<file path="config.mk">
export PLATFORM = sky130hd
export DESIGN_NAME = v810_bus_arb_flat
export DESIGN_NICKNAME = d
export VERILOG_FILES = /design/src/rtl/v810_bus_arb_if.sv /design/src/rtl/v810_bus_arb.sv /design/src/flat_wrapper.sv
export SDC_FILE = /design/constraint.sdc
export NUM_CORES = 1
export LEC_CHECK = 0
export BUFFER_PORTS_ARGS = -buffer_cell sky130_fd_sc_hd__buf_2
export CORE_ASPECT_RATIO = 1.2
export CORE_MARGIN = 2
export CORE_UTILIZATION = 31
export DETAILED_ROUTE_END_ITERATION = 6
export MAX_ROUTING_LAYER = met4
export PLACE_DENSITY = 0.7
export SLEW_MARGIN = 20
export SYNTH_ARGS = -nofsm -noshare
export SYNTH_HDL_FRONTEND = slang
export SYNTH_SLANG_ARGS = --single-unit
export TNS_END_PERCENT = 100
</file>
<file path="constraint.sdc">
create_clock -name CLK -period 3.7 [get_ports CLK]
set_input_delay 0.37 -clock CLK [delete_from_list [all_inputs] [get_ports CLK]]
set_output_delay 0.37 -clock CLK [all_outputs]
set_load 0.02 [all_outputs]
</file>
<file path="src/rtl/v810_bus_arb_if.sv">
// Bus bundle between the EU instruction/data channels, the arbiter and the MAU request port.
// Handshake: a requester holds xREQ until its one-cycle xACK; MREQ is held until MACK.
interface v810_bus_arb_if;
    logic [31:0] IA;
    logic        IREQ;
    logic [31:0] ID;
    logic        IACK;
    logic [31:0] DA;
    logic [31:0] DD_O;
    logic [31:0] DD_I;
    logic [1:0]  DBC;
    logic [3:0]  DBE;
    logic        DWR;
    logic        DREQ;
    logic        DACK;
    logic [31:0] MA;
    logic [31:0] MD_O;
    logic [31:0] MD_I;
    logic [1:0]  MBC;
    logic [3:0]  MBE;
    logic        MWR;
    logic        MREQ;
    logic        MACK;
    logic        GNT_D;
    logic [1:0]  DBG_STATE;

    modport slave (
        input  IA, IREQ, DA, DD_O, DBC, DBE, DWR, DREQ, MD_I, MACK,
        output ID, IACK, DD_I, DACK, MA, MD_O, MBC, MBE, MWR, MREQ, GNT_D, DBG_STATE
    );

    modport master (
        output IA, IREQ, DA, DD_O, DBC, DBE, DWR, DREQ, MD_I, MACK,
        input  ID, IACK, DD_I, DACK, MA, MD_O, MBC, MBE, MWR, MREQ, GNT_D, DBG_STATE
    );
endinterface

</file>
<file path="src/rtl/v810_bus_arb.sv">
// Shares the single MAU request port between EU instruction fetch and EU data channels.
// Data has priority; a starvation counter forces an instruction grant after STARVE_LIMIT data grants.
module v810_bus_arb #(
    parameter int STARVE_LIMIT = 4
) (
    input  logic            CLK,
    input  logic            RESn,
    input  logic            CE,
    v810_bus_arb_if.slave   bus
);
    localparam int CW = (STARVE_LIMIT > 0) ? $clog2(STARVE_LIMIT + 1) : 1;
    localparam logic [CW-1:0] LIMIT_C = CW'(STARVE_LIMIT);

    typedef enum logic [1:0] {IDLE = 2'd0, IGNT = 2'd1, DGNT = 2'd2} state_t;

    state_t        r_state, w_state_nx;
    logic [CW-1:0] r_cnt, w_cnt_nx;
    logic [31:0]   r_ma, w_ma_nx;
    logic [31:0]   r_md, w_md_nx;
    logic [1:0]    r_bc, w_bc_nx;
    logic [3:0]    r_be, w_be_nx;
    logic          r_wr, w_wr_nx;
    logic          r_gnt_d, w_gnt_d_nx;
    logic          w_starve;

    // Forcing an instruction grant only applies when a fetch is actually waiting.
    assign w_starve = bus.IREQ && (STARVE_LIMIT != 0) && (r_cnt == LIMIT_C);

    always_ff @(posedge CLK or negedge RESn) begin
        if (!RESn) begin
            r_state <= IDLE;
            r_cnt   <= '0;
            r_ma    <= '0;
            r_md    <= '0;
            r_bc    <= '0;
            r_be    <= '0;
            r_wr    <= 1'b0;
            r_gnt_d <= 1'b0;
        end else begin
            r_state <= w_state_nx;
            r_cnt   <= w_cnt_nx;
            r_ma    <= w_ma_nx;
            r_md    <= w_md_nx;
            r_bc    <= w_bc_nx;
            r_be    <= w_be_nx;
            r_wr    <= w_wr_nx;
            r_gnt_d <= w_gnt_d_nx;
        end
    end

    always_comb begin
        w_state_nx = r_state;
        w_cnt_nx   = r_cnt;
        w_ma_nx    = r_ma;
        w_md_nx    = r_md;
        w_bc_nx    = r_bc;
        w_be_nx    = r_be;
        w_wr_nx    = r_wr;
        w_gnt_d_nx = r_gnt_d;
        if (CE) begin
            case (r_state)
                IDLE: begin
                    if (bus.DREQ && !w_starve) begin
                        w_state_nx = DGNT;
                        w_ma_nx    = bus.DA;
                        w_md_nx    = bus.DD_O;
                        w_bc_nx    = bus.DBC;
                        w_be_nx    = bus.DBE;
                        w_wr_nx    = bus.DWR;
                        w_gnt_d_nx = 1'b1;
                        if (!bus.IREQ)
                            w_cnt_nx = '0;
                        else if (r_cnt != LIMIT_C)
                            w_cnt_nx = r_cnt + 1'b1;
                    end else if (bus.IREQ) begin
                        w_state_nx = IGNT;
                        w_ma_nx    = bus.IA;
                        w_md_nx    = '0;
                        w_bc_nx    = 2'b10;
                        w_be_nx    = 4'hF;
                        w_wr_nx    = 1'b0;
                        w_gnt_d_nx = 1'b0;
                        w_cnt_nx   = '0;
                    end
                end
                IGNT, DGNT: begin
                    if (bus.MACK)
                        w_state_nx = IDLE;
                end
                default: w_state_nx = IDLE;
            endcase
        end
    end

    assign bus.MREQ      = (r_state != IDLE);
    assign bus.MA        = r_ma;
    assign bus.MD_O      = r_md;
    assign bus.MBC       = r_bc;
    assign bus.MBE       = r_be;
    assign bus.MWR       = r_wr;
    assign bus.GNT_D     = r_gnt_d;
    assign bus.IACK      = bus.MACK && CE && (r_state == IGNT);
    assign bus.DACK      = bus.MACK && CE && (r_state == DGNT);
    assign bus.ID        = bus.MD_I;
    assign bus.DD_I      = bus.MD_I;
    assign bus.DBG_STATE = r_state;
endmodule

</file>
<file path="src/flat_wrapper.sv">
// flat-port wrapper written by rule: the top's interface ports become plain ports
module v810_bus_arb_flat 
#(
    parameter int STARVE_LIMIT = 4
)
  (CLK, RESn, CE, bus_IA, bus_IREQ, bus_DA, bus_DD_O, bus_DBC, bus_DBE, bus_DWR, bus_DREQ, bus_MD_I, bus_MACK, bus_ID, bus_IACK, bus_DD_I, bus_DACK, bus_MA, bus_MD_O, bus_MBC, bus_MBE, bus_MWR, bus_MREQ, bus_GNT_D, bus_DBG_STATE);
  v810_bus_arb_if bus_i ();
  input  logic CLK;
  input  logic RESn;
  input  logic CE;
  input wire logic [$bits(bus_i.IA)-1:0] bus_IA;
  input wire logic [$bits(bus_i.IREQ)-1:0] bus_IREQ;
  input wire logic [$bits(bus_i.DA)-1:0] bus_DA;
  input wire logic [$bits(bus_i.DD_O)-1:0] bus_DD_O;
  input wire logic [$bits(bus_i.DBC)-1:0] bus_DBC;
  input wire logic [$bits(bus_i.DBE)-1:0] bus_DBE;
  input wire logic [$bits(bus_i.DWR)-1:0] bus_DWR;
  input wire logic [$bits(bus_i.DREQ)-1:0] bus_DREQ;
  input wire logic [$bits(bus_i.MD_I)-1:0] bus_MD_I;
  input wire logic [$bits(bus_i.MACK)-1:0] bus_MACK;
  output wire logic [$bits(bus_i.ID)-1:0] bus_ID;
  output wire logic [$bits(bus_i.IACK)-1:0] bus_IACK;
  output wire logic [$bits(bus_i.DD_I)-1:0] bus_DD_I;
  output wire logic [$bits(bus_i.DACK)-1:0] bus_DACK;
  output wire logic [$bits(bus_i.MA)-1:0] bus_MA;
  output wire logic [$bits(bus_i.MD_O)-1:0] bus_MD_O;
  output wire logic [$bits(bus_i.MBC)-1:0] bus_MBC;
  output wire logic [$bits(bus_i.MBE)-1:0] bus_MBE;
  output wire logic [$bits(bus_i.MWR)-1:0] bus_MWR;
  output wire logic [$bits(bus_i.MREQ)-1:0] bus_MREQ;
  output wire logic [$bits(bus_i.GNT_D)-1:0] bus_GNT_D;
  output wire logic [$bits(bus_i.DBG_STATE)-1:0] bus_DBG_STATE;
  assign bus_i.IA = bus_IA;
  assign bus_i.IREQ = bus_IREQ;
  assign bus_i.DA = bus_DA;
  assign bus_i.DD_O = bus_DD_O;
  assign bus_i.DBC = bus_DBC;
  assign bus_i.DBE = bus_DBE;
  assign bus_i.DWR = bus_DWR;
  assign bus_i.DREQ = bus_DREQ;
  assign bus_i.MD_I = bus_MD_I;
  assign bus_i.MACK = bus_MACK;
  assign bus_ID = bus_i.ID;
  assign bus_IACK = bus_i.IACK;
  assign bus_DD_I = bus_i.DD_I;
  assign bus_DACK = bus_i.DACK;
  assign bus_MA = bus_i.MA;
  assign bus_MD_O = bus_i.MD_O;
  assign bus_MBC = bus_i.MBC;
  assign bus_MBE = bus_i.MBE;
  assign bus_MWR = bus_i.MWR;
  assign bus_MREQ = bus_i.MREQ;
  assign bus_GNT_D = bus_i.GNT_D;
  assign bus_DBG_STATE = bus_i.DBG_STATE;
  v810_bus_arb #(.STARVE_LIMIT(STARVE_LIMIT)) u_core (.CLK(CLK), .RESn(RESn), .CE(CE), .bus(bus_i));
endmodule
</file>
==> impl_metrics.csv, run 1 <==
group,metric,value,unit
synthesis,ys_types,29,
timing,fin_tns_setup,0,ns
critical_path,end_kind,"register",
floorplanning,dieArea,13900,sq um
clock_tree,post-cts-setup-buffers,0,
clock_tree,root_buffer,"clkbuf_16",
floorplanning,core_area,12700,sq um
power,power_frac_comb,41.9,%
placement,gp_congestion,0.813,
synthesis,synth_seq_cells,77,
synthesis,synth_edf_count,0,
timing,worst_pin_slew,0.741,ns
synthesis,ys_async_sr_fraction,100,%
power,power_switching,1.69,mW
timing,max_freq,433,MHz
run_status,violations,"negative hold slack",
route,ant_nets,0,
finish,final_core_util,38.5,%
clock_tree,ctsResizeCount,0,
route,dr.pass1.iters,4,
route,drt_iter0_markers,187,
timing,holdWs,-0.00265,ns
timing,max_slew_margin,50.4,%
route,top_layer,"met4",
clock_tree,clk_latency,0.33,ns
route,drc_errors,0,
power,powerDensity,850,nW/um^2
critical_path,r2r_end,"u_core.bus.DBG_STATE[1]$_DFFE_PN0P_",
global_routing,antenna_found_initial,0,
route,num_vias,3500,
synthesis,synth.avg_cell_area,8.91,sq um
synthesis,syn_inst,451,
clock_tree,hold_buffers,0,
clock_tree,clkTransAtPathRegs,0.06,ns
critical_path,critPathArrivalTime,2.53,ns
synthesis,synth_top_area_share,47.9,%
finish,fin_nets,702,
critical_path,worstSetupPathType,"register to register",
critical_path,cp_max_fo,38,
timing,slew_viol_final,0,
global_routing,grt-ovfl-total,0,
critical_path,r2r_cells,6,
floorplanning,fp-row-count,45,
finish,drive_gt1_share,37.4,%
timing,rsz0062_at_grt,"no",
finish,final_cell_mix,"buf_2, nand2_1, dfrtp_1",
power,intPower,2.45,mW
power,vdd.ir_drop.worst,0.000289,V
finish,fillers,1334,
synthesis,synth_area_leaders,"dfrtp_1, nand2_1, buf_4",
synthesis,synthFlopType,"dfrtp_1",
clock_tree,cts_tree,"yes",
finish,layout_commonest_cell,"buf_2",
synthesis,syn_area,4020,sq um
finish,fin_area,4880,sq um
finish,register_area,1930,sq um
clock_tree,clockBufferDepth,2,
synthesis,yosys_warnings,0,
hold_path,hp-class,"input port to asynchronous set/reset pin",
finish,multi_input_area,1400,sq um
route,via_per_inst,4.83,
synthesis,yosys.area.top_type,"dfrtp_1",
floorplanning,ios,282,
power,switching_share,40.8,%
route,wl_met1,4170,um
critical_path,rrSetupSlack,1.39,ns
route,routedWlPerCell,14.7,um
route,met2_wirelength,5360,um
timing,final.min_clock_period,2.31,ns
placement,numPortBuffers,185,
synthesis,syn_nets,597,
global_routing,grt_pass1_wl,17000,um
timing,period_share,62.4,%
job,drv_cap,0,
power,seqPwrFrac,34.9,%
critical_path,crit_path_start_kind,"register",
power,p_leak,2.40,nW
synthesis,ys_seq_area_share,47.9,%
clock_tree,cts_inserted_buffers,9,
global_routing,grtUsageTotal,16.0,%
placement,dp_hpwl,7520,um
timing,hold_viol,2,
clock_tree,htreeDepth,3,
placement,placed_area,4530,sq um
floorplanning,die_y,129,um
global_routing,grt_max_degree,78,
timing,fin_worst_skew,0.00470,ns
floorplanning,die_x,108,um
finish,diodes,0,
timing,setup_violations,0,
floorplanning,start_util,31.7,%
global_routing,grt_pass1_vias,3517,
route,wl_met3,727,um
route,drt-total-wl,10600,um
critical_path,r2r-start,"u_core.r_cnt[0]$_DFFE_PN0P_",
critical_path,worstPathRequired,3.92,ns
finish,syn2layout_area_growth,21.3,%
run_status,status,"finished with violations",
clock_tree,clock_sinks,77,
power,clockPowerShare,23.1,%
==> power groups by stage <==
stage | clock network [mW] | registers [mW] | logic [mW]
5_1_grt | 1.04 | 1.49 | 1.93
3_5_place_dp | 0 | 1.46 | 1.76
6_report | 0.958 | 1.45 | 1.74
2_1_floorplan | 0 | 1.92 | 0.781
3_3_place_gp | 0 | 1.46 | 1.72
4_1_cts | 0.996 | 1.45 | 1.76
==> synth_stat cells (all sizes together), types with 5 or more instances <==
cell type  count
nor2          10
nand2        135
o21ai         35
buf           89
ha             5
dfrtp         77
nand4         32
o211ai        33
inv            5
a21oi          5
clkbuf         9
==> metrics by stage <==
step,setup slack [ns],std cells,total power [mW]
after detailed placement,1.23,708,3.22
final,1.39,725,4.14
after global routing,1.24,725,4.46
after global placement,1.28,708,3.19
after floorplan,2.11,451,2.70
after CTS,1.39,724,4.21
==> cell families after synthesis <==
kind of cell	count (synthesis)	share of synthesized area [%]
AND/OR/NAND/NOR	185	19.8
buffers and inverters	103	17.6
AO/OA/AOI/OAI	80	12.9
flip-flops	77	47.9
adder cells (fa/ha/maj)	5	1.56
multiplexers	1	0.280
==> state kept, by name, summed over array words and instances, names as in the netlist <==
name,cells
u_core.bus.MA,32
u_core.bus.GNT_D,1
u_core.bus.MD_O,32
u_core.bus.MBE,4
u_core.r_cnt,3
u_core.bus.MWR,1
u_core.bus.MBC,2
u_core.bus.DBG_STATE,2
==> worst max-delay path, cell delays in order, from the launching register on <==
cell,delay (ns)
dfrtp_1,0.38
inv_1,0.08
ha_1,0.18
nand3_2,0.57
and2_1,0.42
buf_4,0.26
a32o_1,0.27
==> worst max-delay path by stage <==
stage,from,to,slack [ns]
2_1_floorplan,u_core.bus.DBG_STATE[0]$_DFFE_PN0P_,u_core.bus.MA[25]$_DFFE_PN0P_,2.11
3_3_place_gp,bus_DREQ,u_core.bus.MD_O[11]$_DFFE_PN0P_,1.28
3_5_place_dp,bus_DREQ,u_core.bus.MD_O[29]$_DFFE_PN0P_,1.23
4_1_cts,u_core.r_cnt[0]$_DFFE_PN0P_,u_core.bus.DBG_STATE[1]$_DFFE_PN0P_,1.39
5_1_grt,u_core.r_cnt[0]$_DFFE_PN0P_,u_core.bus.DBG_STATE[1]$_DFFE_PN0P_,1.24
6_report,u_core.r_cnt[0]$_DFFE_PN0P_,u_core.bus.DBG_STATE[1]$_DFFE_PN0P_,1.39
==> per-layer routing <==
metal	vias up	global-route usage, %
met5	-	-
met4	0	8.60
met3	45	3.80
met2	171	26.2
met1	1620	18.0
li1	1664	-
==> layout make-up <==
| class | instances | share of cell area, % |
|---|---|---|
| sequential | 77 | 39.5 |
| timing repair buffer | 192 | 20.4 |
| multi-input combinational | 271 | 28.8 |
| tap | 164 | 4.21 |
| clock inverter | 3 | 1.39 |
| clock buffer | 13 | 5.34 |
| inverter | 5 | 0.385 |
(Power assumes the default switching activity.)
==> run 2, diff against run 1 <==
==> constraint.sdc (replaced) <==
create_clock -name CLK -period 2.3 [get_ports CLK]
set_input_delay 0.23 -clock CLK [delete_from_list [all_inputs] [get_ports CLK]]
set_output_delay 0.23 -clock CLK [all_outputs]
set_load 0.02 [all_outputs]
==> run 2 against run 1 <==
  * The run now ends clean
  * Register-to-register slack worse by 0.81 ns
  * Die area stayed put
  * Clock skew is 0.0033 ns higher
  * Setup slack worse by 0.81 ns
  * Via count is 0.89% higher
  * Sequential cell count stayed put
  * Final cell count is 0.69% higher
  * Critical path depth stayed put
  * Largest cell class unchanged
  * Worst hold slack better by 0.13 ns
  * Sequential power is 59% higher
  * Combinational power is 65% higher
  * Core utilization is 0.50 points higher
==> impl_metrics.csv, run 2 (synthesis gave the netlist of run 1 again) <==
group,metric,value,unit
finish,multi_input_area,1400,sq um
floorplanning,die_y,129,um
route,dr.pass1.iters,4,
route,ant_nets,0,
critical_path,worstPathRequired,2.55,ns
floorplanning,start_util,31.7,%
timing,final.min_clock_period,1.71,ns
critical_path,end_kind,"register",
clock_tree,cts_tree,"yes",
critical_path,r2r_cells,6,
route,drt-total-wl,10900,um
clock_tree,clk_latency,0.33,ns
timing,rsz0062_at_grt,"no",
timing,fin_worst_skew,0.00796,ns
timing,hold_viol,0,
finish,syn2layout_area_growth,22.9,%
route,drt_iter0_markers,138,
clock_tree,clkTransAtPathRegs,0.06,ns
hold_path,hp-class,"input port to register",
run_status,status,"completed",
route,drc_errors,0,
placement,place_inst,713,
route,num_vias,3531,
floorplanning,fp-row-count,45,
job,drv_cap,0,
finish,final_cell_mix,"buf_2, nand2_1, dfrtp_1",
critical_path,rrSetupSlack,0.59,ns
finish,register_area,1930,sq um
route,via_per_inst,4.84,
timing,max_freq,583,MHz
global_routing,antenna_found_initial,0,
clock_tree,post-cts-setup-buffers,0,
timing,period_share,74.5,%
finish,drive_gt1_share,38.0,%
floorplanning,dieArea,13900,sq um
clock_tree,ctsResizeCount,0,
hold_path,hp-start,"bus_DD_O[23]",
global_routing,grt_max_degree,52,
critical_path,critPathArrivalTime,1.96,ns
clock_tree,htreeDepth,3,
power,p_leak,2.44,nW
floorplanning,die_x,108,um
critical_path,r2r_end,"u_core.bus.MA[21]$_DFFE_PN0P_",
clock_tree,clock_sinks,77,
timing,worst_pin_slew,0.614,ns
global_routing,grtUsageTotal,16.2,%
finish,final_cells,730,
route,routedWlPerCell,14.9,um
floorplanning,ios,282,
finish,fin_nets,707,
finish,layout_commonest_cell,"buf_2",
placement,gp_congestion,0.788,
timing,setup_violations,0,
placement,dp_hpwl,7840,um
clock_tree,hold_buffers,1,
floorplanning,core_area,12700,sq um
critical_path,r2r-start,"u_core.bus.DBG_STATE[0]$_DFFE_PN0P_",
critical_path,worstSetupPathType,"register to register",
power,powerDensity,1360,nW/um^2
hold_path,hold-path-endpoint,"u_core.bus.MD_O[23]$_DFFE_PN0P_",
timing,slew_viol_final,0,
timing,fin_tns_setup,0,ns
hold_path,hold_depth,3,
critical_path,crit_path_start_kind,"register",
clock_tree,cts_inserted_buffers,9,
power,vdd.ir_drop.worst,0.000576,V
placement,numPortBuffers,185,
global_routing,grt-ovfl-total,0,
finish,diodes,0,
clock_tree,root_buffer,"clkbuf_16",
critical_path,cp_max_fo,51,
clock_tree,clockBufferDepth,2,
global_routing,grt_pass1_wl,17000,um
global_routing,grt_pass1_vias,3509,
timing,max_slew_margin,58.9,%
finish,fillers,1314,
-- run 2: cell types whose count changed in the layout (fill, tap and decap cells not counted) --
cell           delta
buf_12            +2
buf_4             +2
clkinv_2          +2
clkbuf_1          -1
clkinvlp_4        -1
dlygate4sd3_1     +1
-- run 2: layer usage --
layer	vias to the layer above	share of wire, %	global-route usage [%]
met4	0	3.6	7.99
met5	-	0	-
met2	161	51	28.0
met1	1648	39	17.3
li1	1679	-	-
met3	43	6.6	3.80
-- run 2: how the worst max path moves through the flow --
stage | end | start
after detailed placement | u_core.bus.MD_O[15]$_DFFE_PN0P_ | u_core.bus.DBG_STATE[0]$_DFFE_PN0P_
after floorplan | u_core.bus.MA[25]$_DFFE_PN0P_ | u_core.bus.DBG_STATE[0]$_DFFE_PN0P_
after global placement | u_core.bus.GNT_D$_DFFE_PN0P_ | u_core.bus.DBG_STATE[0]$_DFFE_PN0P_
after global routing | u_core.bus.MA[21]$_DFFE_PN0P_ | u_core.bus.DBG_STATE[1]$_DFFE_PN0P_
after CTS | u_core.bus.MD_O[15]$_DFFE_PN0P_ | u_core.bus.DBG_STATE[0]$_DFFE_PN0P_
final | u_core.bus.MA[21]$_DFFE_PN0P_ | u_core.bus.DBG_STATE[0]$_DFFE_PN0P_
-- run 2: worst max-delay path, stage by stage (launching register included) --
cell,delay [ns]
dfrtp_1,0.40
inv_1,0.10
ha_1,0.25
o211a_4,0.35
buf_12,0.25
nand4_1,0.12
o211ai_1,0.12
-- run 2: metrics by stage --
stage	cell area [sq um]	setup WS, ns	total power [mW]	hold WS, ns	utilization, %
6_report	4940	0.585	6.72	0.132	39.0
5_1_grt	4940	0.432	7.21	0.128	39.0
2_1_floorplan	4020	0.713	4.34	-0.0656	-
3_5_place_dp	4600	0.581	5.25	0.236	36.3
3_3_place_gp	4600	0.614	5.20	0.236	36.3
4_1_cts	4940	0.557	6.83	0.115	39.0
-- run 2: area by class of cell --
type                       instances  share of cell area [%]
sequential                        77                    39.0
multi-input combinational        271                    28.4
timing repair buffer             197                    21.4
clock buffer                      12                    5.19
tap                              164                    4.15
clock inverter                     4                    1.42
inverter                           5                   0.380
-- run 2: power by group --
group | switching (mW) | internal, mW | leakage, nW
combinational | 1.87 | 0.996 | 1.31
clock | 0.540 | 1.01 | 0.163
sequential | 0.322 | 1.98 | 0.971
